===== src/rtl/gcn_coo_pkg.sv =====
// Shared types for the COO edge-stream decoder: the buffered edge record and the frame FSM states.
package gcn_coo_pkg;

  localparam int COO_IDX_W = 8;
  localparam int COO_ID_W  = 8;

  typedef struct packed {
    logic [COO_IDX_W-1:0] src;
    logic [COO_IDX_W-1:0] dst;
    logic [COO_ID_W-1:0]  id;
  } coo_edge_t;

  typedef enum logic [1:0] {
    ST_IDLE,
    ST_RUN,
    ST_DRAIN
  } coo_state_t;

endpackage


===== src/rtl/coo_skid_buffer.sv =====
// Two-entry in-order buffer; a push shows at the head one cycle later, and the head holds until ready.
// count_next lets the producer register its ready one cycle ahead; pushing while full is the producer's fault.
module coo_skid_buffer #(
  parameter int WIDTH = 8
) (
  input  logic             clk,
  input  logic             reset,
  input  logic             push,
  input  logic [WIDTH-1:0] push_data,
  input  logic             ready,
  output logic             valid,
  output logic [WIDTH-1:0] data,
  output logic [1:0]       count,
  output logic [1:0]       count_next
);

  logic [WIDTH-1:0] head;
  logic [WIDTH-1:0] tail;
  logic [1:0]       cnt;
  logic             pop;

  assign pop   = (cnt != 2'd0) && ready;
  assign valid = (cnt != 2'd0);
  assign data  = head;
  assign count = cnt;

  always_comb begin
    count_next = cnt;
    if (push && !pop && (cnt != 2'd2)) begin
      count_next = cnt + 2'd1;
    end else if (pop && !push) begin
      count_next = cnt - 2'd1;
    end
  end

  always_ff @(posedge clk or posedge reset) begin
    if (reset) begin
      head <= '0;
      tail <= '0;
      cnt  <= 2'd0;
    end else begin
      cnt <= count_next;
      if (pop) begin
        if (cnt == 2'd2) begin
          head <= tail;
          if (push) begin
            tail <= push_data;
          end
        end else if (push) begin
          head <= push_data;
        end
      end else if (push) begin
        if (cnt == 2'd0) begin
          head <= push_data;
        end else if (cnt == 2'd1) begin
          tail <= push_data;
        end
      end
    end
  end

endmodule


===== src/rtl/coo_edge_stream_decoder.sv =====
// Decodes a frame of COO (src,dst) beats into 0-based node index pairs, dropping bad edges and optionally self loops.
// Kept edges reach edge_valid one cycle after acceptance; coo_ready is registered and drops while the buffer is full.
import gcn_coo_pkg::*;

module coo_edge_stream_decoder #(
  parameter int COO_BW          = 3,
  parameter int FEATURE_WIDTH   = 3,
  parameter int NUM_NODES       = 6,
  parameter int NUM_EDGES       = 6,
  parameter int COO_ONE_INDEXED = 1,
  parameter int DROP_SELF_LOOPS = 0
) (
  input  logic                             clk,
  input  logic                             reset,
  input  logic                             start,
  output logic                             busy,
  output logic                             done,
  input  logic                             coo_valid,
  output logic                             coo_ready,
  input  logic [2*COO_BW-1:0]              coo_in,
  output logic                             edge_valid,
  input  logic                             edge_ready,
  output logic [FEATURE_WIDTH-1:0]         src_index,
  output logic [FEATURE_WIDTH-1:0]         dst_index,
  output logic [$clog2(NUM_EDGES+1)-1:0]   edge_id,
  output logic                             err_range,
  output logic [$clog2(NUM_EDGES+1)-1:0]   drop_count
);

  localparam int CNT_W = $clog2(NUM_EDGES + 1);

  coo_state_t        state;
  coo_state_t        state_next;
  logic [CNT_W-1:0]  in_cnt;
  logic              ready_q;

  logic [COO_BW-1:0] src_field;
  logic [COO_BW-1:0] dst_field;
  logic [COO_BW-1:0] src_conv;
  logic [COO_BW-1:0] dst_conv;
  logic              range_bad;
  logic              self_loop;
  logic              drop;
  logic              accept;
  logic              keep;
  logic              last_beat;

  logic [FEATURE_WIDTH-1:0] src_idx;
  logic [FEATURE_WIDTH-1:0] dst_idx;
  coo_edge_t         push_edge;
  coo_edge_t         head_edge;
  logic [1:0]        buf_count;
  logic [1:0]        buf_count_next;

  // Range is judged on the full-width converted value so truncation cannot hide a bad index.
  function automatic logic field_bad(input logic [COO_BW-1:0] field, input logic [COO_BW-1:0] conv);
    field_bad = ((COO_ONE_INDEXED != 0) && (field == '0)) || (32'(conv) >= 32'(NUM_NODES));
  endfunction

  assign {src_field, dst_field} = coo_in;
  assign src_conv  = (COO_ONE_INDEXED != 0) ? (src_field - COO_BW'(1)) : src_field;
  assign dst_conv  = (COO_ONE_INDEXED != 0) ? (dst_field - COO_BW'(1)) : dst_field;
  assign range_bad = field_bad(src_field, src_conv) || field_bad(dst_field, dst_conv);
  assign self_loop = (DROP_SELF_LOOPS != 0) && (src_conv == dst_conv);
  assign drop      = range_bad || self_loop;

  assign accept    = coo_valid && ready_q && (state == ST_RUN);
  assign keep      = accept && !drop;
  assign last_beat = accept && (in_cnt == CNT_W'(NUM_EDGES - 1));

  assign src_idx       = FEATURE_WIDTH'(src_conv);
  assign dst_idx       = FEATURE_WIDTH'(dst_conv);
  assign push_edge.src = COO_IDX_W'(src_idx);
  assign push_edge.dst = COO_IDX_W'(dst_idx);
  assign push_edge.id  = COO_ID_W'(in_cnt);

  coo_skid_buffer #(
    .WIDTH($bits(coo_edge_t))
  ) u_skid (
    .clk        (clk),
    .reset      (reset),
    .push       (keep),
    .push_data  (push_edge),
    .ready      (edge_ready),
    .valid      (edge_valid),
    .data       (head_edge),
    .count      (buf_count),
    .count_next (buf_count_next)
  );

  assign src_index = FEATURE_WIDTH'(head_edge.src);
  assign dst_index = FEATURE_WIDTH'(head_edge.dst);
  assign edge_id   = CNT_W'(head_edge.id);
  assign coo_ready = ready_q;

  always_comb begin
    state_next = state;
    busy       = 1'b0;
    done       = 1'b0;
    case (state)
      ST_IDLE: begin
        if (start) begin
          state_next = ST_RUN;
        end
      end
      ST_RUN: begin
        busy = 1'b1;
        if (last_beat) begin
          state_next = ST_DRAIN;
        end
      end
      ST_DRAIN: begin
        busy = 1'b1;
        if (buf_count == 2'd0) begin
          done       = 1'b1;
          state_next = ST_IDLE;
        end
      end
      default: state_next = ST_IDLE;
    endcase
  end

  always_ff @(posedge clk or posedge reset) begin
    if (reset) begin
      state      <= ST_IDLE;
      ready_q    <= 1'b0;
      in_cnt     <= '0;
      drop_count <= '0;
      err_range  <= 1'b0;
    end else begin
      state <= state_next;
      // Ready for next cycle only if the buffer will still have a free slot after this cycle's push/pop.
      ready_q <= (state_next == ST_RUN) && (buf_count_next != 2'd2);
      if ((state == ST_IDLE) && start) begin
        in_cnt     <= '0;
        drop_count <= '0;
        err_range  <= 1'b0;
      end else if (accept) begin
        in_cnt <= in_cnt + CNT_W'(1);
        if (drop) begin
          drop_count <= drop_count + CNT_W'(1);
        end
        if (range_bad) begin
          err_range <= 1'b1;
        end
      end
    end
  end

endmodule


===== config.mk =====
export PLATFORM = sky130hd
export DESIGN_NAME = coo_edge_stream_decoder
export DESIGN_NICKNAME = d
export VERILOG_FILES = /design/src/rtl/gcn_coo_pkg.sv /design/src/rtl/coo_skid_buffer.sv /design/src/rtl/coo_edge_stream_decoder.sv
export SDC_FILE = /design/constraint.sdc
export NUM_CORES = 1
export LEC_CHECK = 0
export ABC_AREA = 0
export CELL_PAD_IN_SITES_DETAIL_PLACEMENT = 1
export CELL_PAD_IN_SITES_GLOBAL_PLACEMENT = 1
export CORE_MARGIN = 1
export CORE_UTILIZATION = 38
export DETAILED_ROUTE_END_ITERATION = 16
export PLACE_DENSITY = 0.76
export SYNTH_ARGS = -nofsm -noshare
export SYNTH_HDL_FRONTEND = slang
export SYNTH_SLANG_ARGS = --single-unit

===== constraint.sdc =====
create_clock -name clk -period 2.3 [get_ports clk]
set_input_delay 0.23 -clock clk [delete_from_list [all_inputs] [get_ports clk]]
set_output_delay 0.23 -clock clk [all_outputs]
set_load 0.1 [all_outputs]

* Yosys cells after proc, flatten, opt, wreduce, memory -nomap -nowiden
Index checks and enable logic that the tools add are counted.
** Word-level totals
- Register bits :: 50
- Bits of input ports :: 11
- Output and inout bits :: 17
- Word-level logic and storage cells :: 84
** Cells by class
- Add/sub/neg operators :: 6
- Order comparisons :: 2
- Equal/unequal tests :: 10
- Multiplexer cells :: 27
- Reduce and logical (&&, ||, !) cells :: 31
** Operators by type and width (count)
- 19-bit 2-to-1 mux :: 10
- 3-bit 2-to-1 mux :: 5
- 2-bit nonzero test :: 7
- 1-bit logical AND :: 10
- 2-bit 2-to-1 mux :: 5
- 3-bit by 1-bit adder with 3-bit output, second input constant :: 2
- 2-bit by 1-bit == test with 1-bit output, second input constant :: 3
- 3-bit greater-or-equal comparator, second input constant :: 2
- 3-bit zero test :: 2
- 1-bit 2-to-1 mux :: 6
- 2-bit != test, second input constant :: 3
- 2-bit one-hot mux with 3 select lines :: 1
- 3-bit by 1-bit subtractor with 3-bit output, second input constant :: 2
- 2-bit == test, second input constant :: 2
- 2-bit zero test :: 2
- 4-bit AND reduction :: 1
- 3-bit == test, second input constant :: 1
- 1-bit zero test :: 3
- 1-bit logical OR :: 3
- 3-bit AND reduction :: 1
- 2-bit by 1-bit adder with 2-bit output, second input constant :: 1
- 2-bit by 1-bit != test with 1-bit output, second input constant :: 1
- 2-bit AND reduction :: 1
- 2-bit OR reduction :: 1
- 2-bit by 1-bit subtractor with 2-bit output, second input constant :: 1

* Depth between registers and ports, before layout
Gate-level depths: netlist (run 1).
- Depth after elaboration :: 12
- Mapped depth :: 7
- Mapped depth without buffers :: 7

* By module
A second synthesis (run 1) with hierarchy kept.
** Unflattened totals
- Cell total of the unflattened synthesis :: 230
- Area total of the unflattened synthesis :: 3076.7 um^2
** Modules (own cells, without submodules)
- coo_skid_buffer :: instances 1, cells an instance 152, area an instance 2309.7 um^2
- coo_edge_stream_decoder :: instances 1, cells an instance 78, area an instance 767.0 um^2

* Least setup slack after synthesis (run 1)
Ideal clock, no wire load.
- Path kind :: reg-to-reg
- From :: register ready_q (netlist: coo_ready)
- To :: register u_skid.tail[0]
- Arrival :: 2.303 ns
- Required time :: 2.175 ns
- Setup slack :: -0.128 ns
- Cell stages (with the launch flop) :: 4
- Clock period less this slack :: 2.428 ns
- Path through :: dfrtp_1 > nand3_2 > a2111oi_4 > mux2_2
** On the way
- Word-level cells in the longest chain between the ends :: 4
** Ends and longest elaborated chain
- from (decl) :: line coo_edge_stream_decoder.sv:35 : logic ready_q;
- from (signal assigned) :: line coo_edge_stream_decoder.sv:133 : ready_q <= (state_next == ST_RUN) && (buf_count_next != 2'd2);
- 1-bit logical AND (2 in a row) :: line coo_edge_stream_decoder.sv:67 : assign accept = coo_valid && ready_q && (state == ST_RUN);
- 1-bit logical AND :: line coo_edge_stream_decoder.sv:68 : assign keep = accept && !drop;
- 4-bit AND reduction (no line)
- to (signal assigned) :: line coo_skid_buffer.sv:47 : tail <= push_data;
- to (signal assigned) :: line coo_skid_buffer.sv:56 : tail <= push_data;
- to (decl) :: line coo_skid_buffer.sv:18 : logic [WIDTH-1:0] tail;
No other way between the ends.
A chain may end at the register's enable or synchronous reset.

* Worst setup path after layout (run 1)
- From :: register u_skid.cnt[0] (netlist: u_skid.count[0])
- To :: register u_skid.tail[1]
** On the way
- Word-level cells in the longest chain between the ends :: 4
- Elaborated cells on any way between the ends :: 10
- Classes of those cells :: 4 x eq/ne; 1 x mux; 5 x reduce/logical
** Ends and longest elaborated chain
- from (decl) :: line coo_skid_buffer.sv:19 : logic [1:0] cnt;
- from (signal assigned) :: line coo_skid_buffer.sv:42 : cnt <= count_next;
- 2-bit nonzero test :: line coo_skid_buffer.sv:22 : assign pop = (cnt != 2'd0) && ready;
- 1-bit logical AND :: line coo_skid_buffer.sv:22
- 2-bit != test (no line) (tied with other cells)
- 4-bit AND reduction (no line)
Parallel ways exist; a longest one is shown, timed or not.

==> flow_metrics.py, run 1 <==
metrics = {
    "outcome": {
        "status": "finished clean",
    },
    "clock_network": {
        "cts_tree": "yes",
        "ctsHtreeMaxLevel": 2,
        "clock_path_buffers": 2,
        "hold_buffers": 0,
        "cts_buffers": 5,
        "post-cts-setup-buffers": 0,
        "clk_pin_slew_ns": 0.07,
        "cts_sinks": 30,
        "insertion_delay_ns": 0.28,
        "root_buffer": "clkbuf_8",
    },
    "worst_hold_path": {
        "hp-class": "in -> async",
    },
    "synth": {
        "ys_seq_area_frac": 0.417,
        "ys_ff_latch": 30,
        "ys_warn_count": 0,
        "synthesis.area_um2": 1800,
        "syn_inst": 168,
        "syn_avg_cell_area_um2": 10.7,
        "synth_cell_types": 41,
        "synth.area.top_cells": "dfrtp_1 42%, ha_1 12%, mux2_2 11%",
        "yosysTopAreaCellShare": 0.417,
        "synth_top_area_cell": "dfrtp_1",
        "synth.net_count": 196,
    },
    "finish": {
        "nFillCells": 508,
        "syn2layout_area_growth_pct": 28.4,
        "layout-drive-gt1-share": 0.341,
        "postLayoutCoreUtil": 0.520,
        "nets": 244,
        "antenna_cells": 0,
        "layout_common_cells": "33 x buf_4, 28 x dfrtp_1, 20 x inv_1",
        "final_common_cell": "buf_4",
    },
    "pwr": {
        "peakVddDrop_v": 0.000871,
        "powerDensity_nw_per_um2": 1390,
        "p_leak_uw": 0.00113,
    },
    "worst_setup_path": {
        "critical_path_arrival_ns": 2.29,
        "worstSetupEndpointType": "register",
        "worstSetupStartpointType": "register",
        "path_class": "reg -> reg",
        "slowest_stage": "dfrtp_2",
        "rrSetupSlack_ns": 0.17,
        "worstPathCellList": "inv_1 -> ha_2 -> nand3b_4 -> a2111oi_4 -> buf_4 -> mux2_2",
        "path_buf_inv": 2,
        "crit_path_max_fanout": 12,
        "cpPeakStageDelay_ns": 0.45,
        "crit_family": "flip-flops",
        "cp_data_required_time_ns": 2.46,
    },
    "sta": {
        "hold_viol": 0,
        "rsz0062_at_grt": "no",
        "slew_headroom": 0.707,
        "timing.final.crit_share": 0.927,
        "fin_skew_ns": 0.00807,
        "setup_violations": 0,
        "worst_slew_pin_slew_ns": 0.439,
        "drv_slew": 0,
        "setup_slack_ns": 0.168,
        "min_period_ns": 2.13,
        "max_freq_mhz": 469,
    },
    "die": {
        "die_x_um": 70.8,
        "die_h_um": 70.8,
        "rows": 24,
        "core_area_um2": 4440,
        "start_util": 0.405,
        "io_pins": 28,
        "die-area_um2": 5020,
    },
    "global_route": {
        "grt-ovfl-total": 0,
        "grt_max_degree": 31,
        "grt_pass1_vias": 1644,
        "grt_pass1_wl_mm": 8.01,
        "grt.busiest_layer": "met2",
        "use_met3": 0.0427,
        "grt_util_met2": 0.365,
        "grt.total_usage": 0.210,
        "met1_usage": 0.260,
        "antenna_found_initial": 0,
    },
    "routing": {
        "drc_errors": 0,
        "dr_total_vias": 1455,
        "viasPerCell": 5.41,
        "wl_per_cell_um": 17.2,
        "firstDrtPassIters": 6,
        "routed_wl_mm": 4.63,
        "ant_nets": 0,
        "first_iter_violations": 97,
    },
    "flow_run": {
        "max_cap_viol_count": 0,
    },
    "placed_design": {
        "post-dp-hpwl_mm": 3.52,
        "io_buffers": 27,
        "pre_cts_slack_ns": -0.162,
        "finalWeightedCongestion": 0.771,
    },
}
-- per-layer routing --
layer,vias up,routed length (um)
met2,22,2420
met4,0,44
li1,687,-
met1,740,2060
met5,-,0
met3,6,106
-- path summary, 6_finish.rpt --
check                                        endpoint  cells after the start                        from
setup reg to reg           u_skid.tail[1]$_DFFE_PP0P_                      6   u_skid.count[0]$_DFF_PP0_
max in group asynchronous   u_skid.count[0]$_DFF_PP0_                      3                       reset
setup / recovery           u_skid.tail[1]$_DFFE_PP0P_                      6   u_skid.count[0]$_DFF_PP0_
min in group clk           u_skid.tail[0]$_DFFE_PP0P_                      1  u_skid.tail[0]$_DFFE_PP0P_
hold / removal                     state[0]$_DFF_PP0_                      3                       reset
hold reg to reg            u_skid.tail[0]$_DFFE_PP0P_                      1  u_skid.tail[0]$_DFFE_PP0P_
-- sequential cells by signal (all words and copies together) (netlist names) --
| signal | cells |
|---|---|
| coo_ready | 1 |
| drop_count | 3 |
| err_range | 1 |
| in_cnt | 3 |
| state | 2 |
| u_skid.count | 2 |
| u_skid.data | 9 |
| u_skid.tail | 9 |
-- tightest hold or removal path, delay by kind of cell --
family,cells,cell delay (ns)
buffers and inverters,3,0.80
-- cells by family after synthesis --
group,count (synthesis),share of synthesized area
simple gates,42,0.148
compound gates,33,0.131
flops,30,0.417
buf+inv,23,0.0479
mux,21,0.129
fa+ha+maj,17,0.118
xor+xnor,2,0.00973
-- metrics by stage --
stage               cells  instance area (um^2)  hold WS (ns)  TNS, ns  total power (uW)
floorplan             168                  1800         0.321        0              2330
global placement      261                  2220         0.485    -1.14              2730
detailed placement    261                  2220         0.499    -2.28              2810
CTS                   269                  2310         0.353        0              3240
global route          269                  2310         0.414        0              3400
finish                269                  2310         0.335        0              3210
-- power breakdown --
group | internal, uW | total (uW) | switching (uW)
clock | 209 | 412 | 203
sequential | 707 | 850 | 143
combinational | 567 | 1950 | 1380
total | 1480 | 3210 | 1730
-- area by class of cell --
class / instances / area [um^2] / share of cell area
Clock buffer: 6 / 72.6 / 0.0314
Multi-Input combinational cell: 115 / 968 / 0.419
Inverter: 20 / 75.1 / 0.0325
Timing Repair Buffer: 44 / 368 / 0.159
Tap cell: 52 / 65.1 / 0.0281
Clock inverter: 2 / 10.0 / 0.00433
Sequential cell: 30 / 753 / 0.326
-- timing repair --
action | in CTS | in global routing
hold endpoints to repair | 0 | 0
resized for setup | 0 | 3
endpoints found under the setup margin | 0 | 9
-- cell usage after synthesis --
cell	instances
ha_1	17
nor3_1	1
nand4_1	3
a22oi_1	1
o31ai_2	1
and2b_2	2
or4_1	1
nand4b_1	1
and2_2	1
a21oi_1	11
mux2_2	17
and4bb_2	1
buf_1	1
xnor2_1	1
inv_1	20
nand3_2	1
or3_1	2
o21ai_0	8
o311ai_0	1
nor2_1	15
and2b_1	2
o221a_2	1
and2_1	1
o31ai_1	1
nor2b_1	2
o32ai_1	1
dfrtp_1	30
and3_1	2
xor2_1	1
nand3b_4	1
clkbuf_1	2
nand3_1	2
mux2i_1	4
nand2_4	1
o22ai_1	3
a211oi_1	3
nand2_1	1
nor3b_1	1
a2111oi_4	1
or2b_4	1
o221ai_2	1
Power figures use the tool's default switching activity.
==> run 2: changes to the inputs <==
- RECOVER_POWER: default -> 25
- SKIP_CTS_REPAIR_TIMING: default -> 1
==> run 2 against run 1 <==
Net effect:
- clock skew stayed put
- first-iteration DRC count stayed put
- fmax stayed put
- hold slack better by 0.14 ns
- critical path depth stayed put
- cell area stayed put
- combinational power hardly changed
- critical endpoint unchanged
- global-route usage stayed put
- sequential power hardly changed
==> flow_metrics.py, run 2 (synthesis results as in run 1) <==
metrics = {
    "outcome": {
        "status": "finished clean",
    },
    "global_route": {
        "grt_pass1_vias": 1644,
        "grt.total_usage": 0.210,
        "grt_max_degree": 31,
        "grt-ovfl-total": 0,
        "grt_pass1_wl_mm": 8.01,
        "antenna_found_initial": 0,
    },
    "clock_network": {
        "root_buffer": "clkbuf_8",
        "ctsHtreeMaxLevel": 2,
        "cts_buffers": 5,
        "cts_tree": "yes",
        "clk_pin_slew_ns": 0.07,
        "cts_sinks": 30,
        "clock_path_buffers": 2,
        "insertion_delay_ns": 0.28,
    },
    "die": {
        "core_area_um2": 4440,
        "start_util": 0.405,
        "rows": 24,
        "die_x_um": 70.8,
        "io_pins": 28,
        "die_h_um": 70.8,
        "die-area_um2": 5020,
    },
    "worst_setup_path": {
        "path_class": "reg -> reg",
        "path_buf_inv": 2,
        "cpPeakStageDelay_ns": 0.45,
        "cp_data_required_time_ns": 2.46,
        "worstPathCellList": "inv_1 -> ha_2 -> nand3b_4 -> a2111oi_4 -> buf_4 -> mux2_2",
        "rrSetupSlack_ns": 0.17,
        "worstSetupEndpointType": "register",
        "crit_family": "flip-flops",
        "slowest_stage": "dfrtp_2",
        "rr_startpoint": "u_skid.count[0]$_DFF_PP0_",
        "critical_path_arrival_ns": 2.29,
        "crit_path_max_fanout": 12,
        "r2r_end": "u_skid.tail[1]$_DFFE_PP0P_",
        "worstSetupStartpointType": "register",
        "r2r_cells": 6,
    },
    "sta": {
        "hold_viol": 0,
        "fin_skew_ns": 0.00807,
        "setup_slack_ns": 0.168,
        "drv_slew": 0,
        "max_freq_mhz": 469,
        "setup_violations": 0,
        "fin_hold_ws_ns": 0.472,
        "worst_slew_pin_slew_ns": 0.439,
        "slew_headroom": 0.707,
        "rsz0062_at_grt": "no",
        "min_period_ns": 2.13,
        "timing.final.crit_share": 0.927,
    },
    "routing": {
        "first_iter_violations": 97,
        "wl_per_cell_um": 17.2,
        "ant_nets": 0,
        "viasPerCell": 5.41,
        "routed_wl_mm": 4.63,
        "drc_errors": 0,
        "dr_total_vias": 1455,
        "firstDrtPassIters": 6,
    },
    "pwr": {
        "p_clk_frac": 0.128,
        "switching_power_uw": 1730,
        "powerDensity_nw_per_um2": 1390,
        "peakVddDrop_v": 0.000871,
        "pwr-share-seq": 0.265,
        "swShare": 0.538,
        "p_comb_frac": 0.607,
        "p_leak_uw": 0.00113,
        "p_int_uw": 1480,
    },
    "finish": {
        "nets": 244,
        "final_common_cell": "buf_4",
        "layout_common_cells": "33 x buf_4, 28 x dfrtp_1, 20 x inv_1",
        "syn2layout_area_growth_pct": 28.4,
        "postLayoutCellArea_um2": 2310,
        "antenna_cells": 0,
        "layout-drive-gt1-share": 0.341,
    },
    "placed_design": {
        "io_buffers": 27,
        "post-dp-hpwl_mm": 3.52,
        "finalWeightedCongestion": 0.771,
        "pre_cts_slack_ns": -0.162,
        "postPlaceCellArea_um2": 2220,
    },
    "worst_hold_path": {
        "hp-class": "in -> async",
    },
    "flow_run": {
        "max_cap_viol_count": 0,
    },
}
## run 2: changes by cell type in the layout (fill, tap and decap cells not counted)
cell | previous run | this run
clkdlybuf4s50_1 | 10 | 9
dlygate4sd3_1 | 0 | 1
## run 2: through the flow
step           power [uW]  utilization  instances  setup TNS (ns)
2_1_floorplan        2330            -        168               0
3_3_place_gp         2730        0.500        261           -1.14
3_5_place_dp         2810        0.500        261           -2.28
4_1_cts              3240        0.519        269               0
5_1_grt              3400        0.520        269               0
6_report             3210        0.520        269               0
## run 2: how the worst max path moves through the flow
stage | start | endpoint | slack [ns] | cells past startpoint
2_1_floorplan | u_skid.count[0]$_DFF_PP0_ | u_skid.tail[0]$_DFFE_PP0P_ | 0.14 | 6
3_3_place_gp | coo_in[3] | u_skid.tail[0]$_DFFE_PP0P_ | -0.11 | 9
3_5_place_dp | coo_in[0] | u_skid.tail[2]$_DFFE_PP0P_ | -0.16 | 9
4_1_cts | u_skid.count[0]$_DFF_PP0_ | u_skid.tail[2]$_DFFE_PP0P_ | 0.08 | 6
5_1_grt | u_skid.count[0]$_DFF_PP0_ | u_skid.tail[16]$_DFFE_PP0P_ | 0.02 | 6
6_report | u_skid.count[0]$_DFF_PP0_ | u_skid.tail[1]$_DFFE_PP0P_ | 0.17 | 6
## run 2: worst register-to-register path, delay by kind of cell (launching register included)
kind	cells	cell delay, ns
DFF	1	0.45
buffers and inverters	2	0.39
muxes	1	0.35
AOI/OAI and AO/OA	1	0.34
adders and majority gates	1	0.27
and+or+nand+nor	1	0.21
## run 2: metal layers
layer / routed length [um] / global-route usage / vias up
met5: 0 / 0 / -
met4: 44 / 0.0689 / 0
met3: 106 / 0.0427 / 6
met2: 2420 / 0.365 / 22
met1: 2060 / 0.260 / 740
li1: - / - / 687
## run 2: layout make-up
type,instances,area [um^2]
Clock buffer,6,72.6
Clock inverter,2,10.0
Fill cell,508,2130
Inverter,20,75.1
Multi-Input combinational cell,115,968
Sequential cell,30,753
Tap cell,52,65.1
Timing Repair Buffer,44,368
## run 2: power groups by stage
stage	logic, uW	registers (uW)	clock network, uW
finish	1950	850	412
global route	2070	879	451
CTS	1960	850	429
detailed placement	1950	859	0
global placement	1880	843	0
floorplan	796	1530	0
==> run 3: changes to the inputs <==
- CORE_UTILIZATION: 38 -> 44
- MAX_ROUTING_LAYER: default -> met4
- PLACE_DENSITY: 0.76 -> 0.78
- SYNTH_HIERARCHICAL: default -> 1
==> run 3 against run 2 <==
Net effect:
- fmax is 6.9% lower
- cell count down 9.3%
- total power is 3.6% higher
- combinational power rose by 3%
- synthesized cell count down 8.3%
- non-clock buffer count is 2 lower
- sequential share of layout area is 0.56 points lower
- cell area up 1.6%
- global-route usage is 0.52 points higher
- critical endpoint is now u_skid/tail[2]$_DFFE_PP0P_
- largest cell class unchanged
- largest power group unchanged
- highest routed layer unchanged
==> flow_metrics.py, run 3 <==
metrics = {
    "clock_network": {
        "cts_tree": "yes",
        "root_buffer": "clkbuf_8",
        "insertion_delay_ns": 0.28,
        "cts_buffers": 5,
        "cts_sinks": 30,
        "ctsHtreeMaxLevel": 2,
        "clock_path_buffers": 2,
        "clk_pin_slew_ns": 0.07,
    },
    "sta": {
        "hold_viol": 0,
        "worst_slew_pin_slew_ns": 0.793,
        "fin_hold_ws_ns": 0.404,
        "timing.final.crit_share": 0.995,
        "drv_slew": 0,
        "min_period_ns": 2.29,
        "setup_slack_ns": 0.0108,
        "max_freq_mhz": 437,
        "rsz0062_at_grt": "yes",
        "slew_headroom": 0.471,
        "setup_violations": 0,
        "fin_skew_ns": 0.00349,
    },
    "global_route": {
        "grt.total_usage": 0.215,
        "antenna_found_initial": 0,
        "grt-ovfl-total": 0,
        "grt_pass1_wl_mm": 6.73,
        "grt_pass1_vias": 1374,
        "grt_max_degree": 21,
    },
    "flow_run": {
        "max_cap_viol_count": 0,
    },
    "worst_setup_path": {
        "slowest_stage": "clkdlybuf4s50_1",
        "r2r_end": "u_skid/data[9]$_DFFE_PP0P_",
        "critical_path_arrival_ns": 2.45,
        "worstPathCellList": "clkdlybuf4s50_1 -> inv_1 -> ha_1 -> inv_2 -> a221oi_4 -> and3_4 -> buf_4 -> nor3b_4 -> buf_6 -> mux2_1",
        "cpPeakStageDelay_ns": 0.45,
        "r2r_cells": 5,
        "worstSetupEndpointType": "register",
        "worstSetupStartpointType": "input pin",
        "crit_path_max_fanout": 6,
        "cp_data_required_time_ns": 2.46,
        "rr_startpoint": "u_skid/count[0]$_DFF_PP0_",
        "path_class": "in -> reg",
        "rrSetupSlack_ns": 0.19,
    },
    "synth": {
        "synth.net_count": 183,
        "syn_avg_cell_area_um2": 11.8,
        "syn_inst": 154,
        "synthesis.area_um2": 1820,
        "ys_warn_count": 6,
    },
    "pwr": {
        "powerDensity_nw_per_um2": 1420,
        "peakVddDrop_v": 0.000803,
        "p_leak_uw": 0.00118,
    },
    "outcome": {
        "status": "finished clean",
    },
    "die": {
        "rows": 22,
        "die_h_um": 66.2,
        "io_pins": 28,
        "die_x_um": 66.2,
        "start_util": 0.478,
        "die-area_um2": 4390,
        "core_area_um2": 3800,
    },
    "finish": {
        "nFillCells": 405,
        "antenna_cells": 0,
        "nets": 224,
        "syn2layout_area_growth_pct": 29.4,
        "layout_common_cells": "30 x buf_4, 29 x dfrtp_1, 18 x mux2_2",
        "postLayoutCoreUtil": 0.618,
        "final_common_cell": "buf_4",
        "layout-drive-gt1-share": 0.418,
    },
    "worst_hold_path": {
        "hp-class": "in -> async",
    },
    "routing": {
        "ant_nets": 0,
        "top_layer_used": "met4",
        "met2_length_mm": 2.11,
        "wl_met1_mm": 1.82,
        "first_iter_violations": 43,
        "dr_wl_met3_um": 120,
        "drc_errors": 0,
        "wl_per_cell_um": 16.7,
        "dr_total_vias": 1251,
        "viasPerCell": 5.13,
        "routed_wl_mm": 4.08,
        "firstDrtPassIters": 4,
    },
    "placed_design": {
        "pre_cts_slack_ns": -0.498,
        "finalWeightedCongestion": 0.808,
        "post-dp-hpwl_mm": 2.93,
        "io_buffers": 27,
    },
}
==> run 3: cell count changes in the layout (fill, tap and decap cells not counted), moves of 4 or more <==
cell      previous run  this run
mux2_1               0         5
inv_2                0         4
o21ai_0              8         0
mux2_4               0         5
nand2b_1             0         4
nor2_1              14         2
inv_1               20        16
a21oi_1             11         5
nand2_1              1         7
==> run 3: where the power goes <==
| group | internal [uW] | switching, uW | leakage [uW] | total [uW] |
|---|---|---|---|---|
| sequential | 733 | 148 | 0.000389 | 881 |
| clock | 241 | 201 | 0.0000482 | 442 |
| combinational | 661 | 1340 | 0.000741 | 2010 |
==> run 3: routing by layer <==
metal	track usage	vias up
met2	0.360	24
met4	0.0559	0
met3	0.0517	5
li1	-	601
met5	-	-
met1	0.259	621
==> run 3: metrics by stage <==
step / instance area [um^2] / power, uW / TNS [ns] / cells
2_1_floorplan: 1820 / 2360 / 0 / 154
3_3_place_gp: 2140 / 2700 / -5.27 / 233
3_5_place_dp: 2140 / 2770 / -6.41 / 233
6_report: 2350 / 3330 / 0 / 244
4_1_cts: 2230 / 3230 / -1.62 / 241
5_1_grt: 2350 / 3520 / -0.339 / 244
==> run 3: final cells by class <==
class                           instances  area [um^2]  share of cell area
Multi-Input combinational cell         96         1010               0.432
Sequential cell                        30          752               0.320
Timing Repair Buffer                   42          355               0.151
Clock buffer                            7         86.3              0.0368
Inverter                               20         75.1              0.0320
Tap cell                               48         60.1              0.0256
Clock inverter                          1         5.00             0.00213
==> run 3: how the worst max path moves through the flow <==
stage,startpoint,to
floorplan,coo_ready$_DFF_PP0_,coo_ready$_DFF_PP0_
global placement,coo_in[3],coo_ready$_DFF_PP0_
finish,coo_in[5],u_skid/tail[2]$_DFFE_PP0P_
CTS,coo_in[0],coo_ready$_DFF_PP0_
global route,coo_in[5],coo_ready$_DFF_PP0_
detailed placement,coo_in[0],coo_ready$_DFF_PP0_
==> run 3: worst max-delay path, delay by kind of cell <==
| kind | cells | cell delay [ns] |
|---|---|---|
| buf+inv | 5 | 0.85 |
| mux | 1 | 0.32 |
| fa+ha+maj | 1 | 0.28 |
| simple gates | 2 | 0.49 |
| compound gates | 1 | 0.29 |
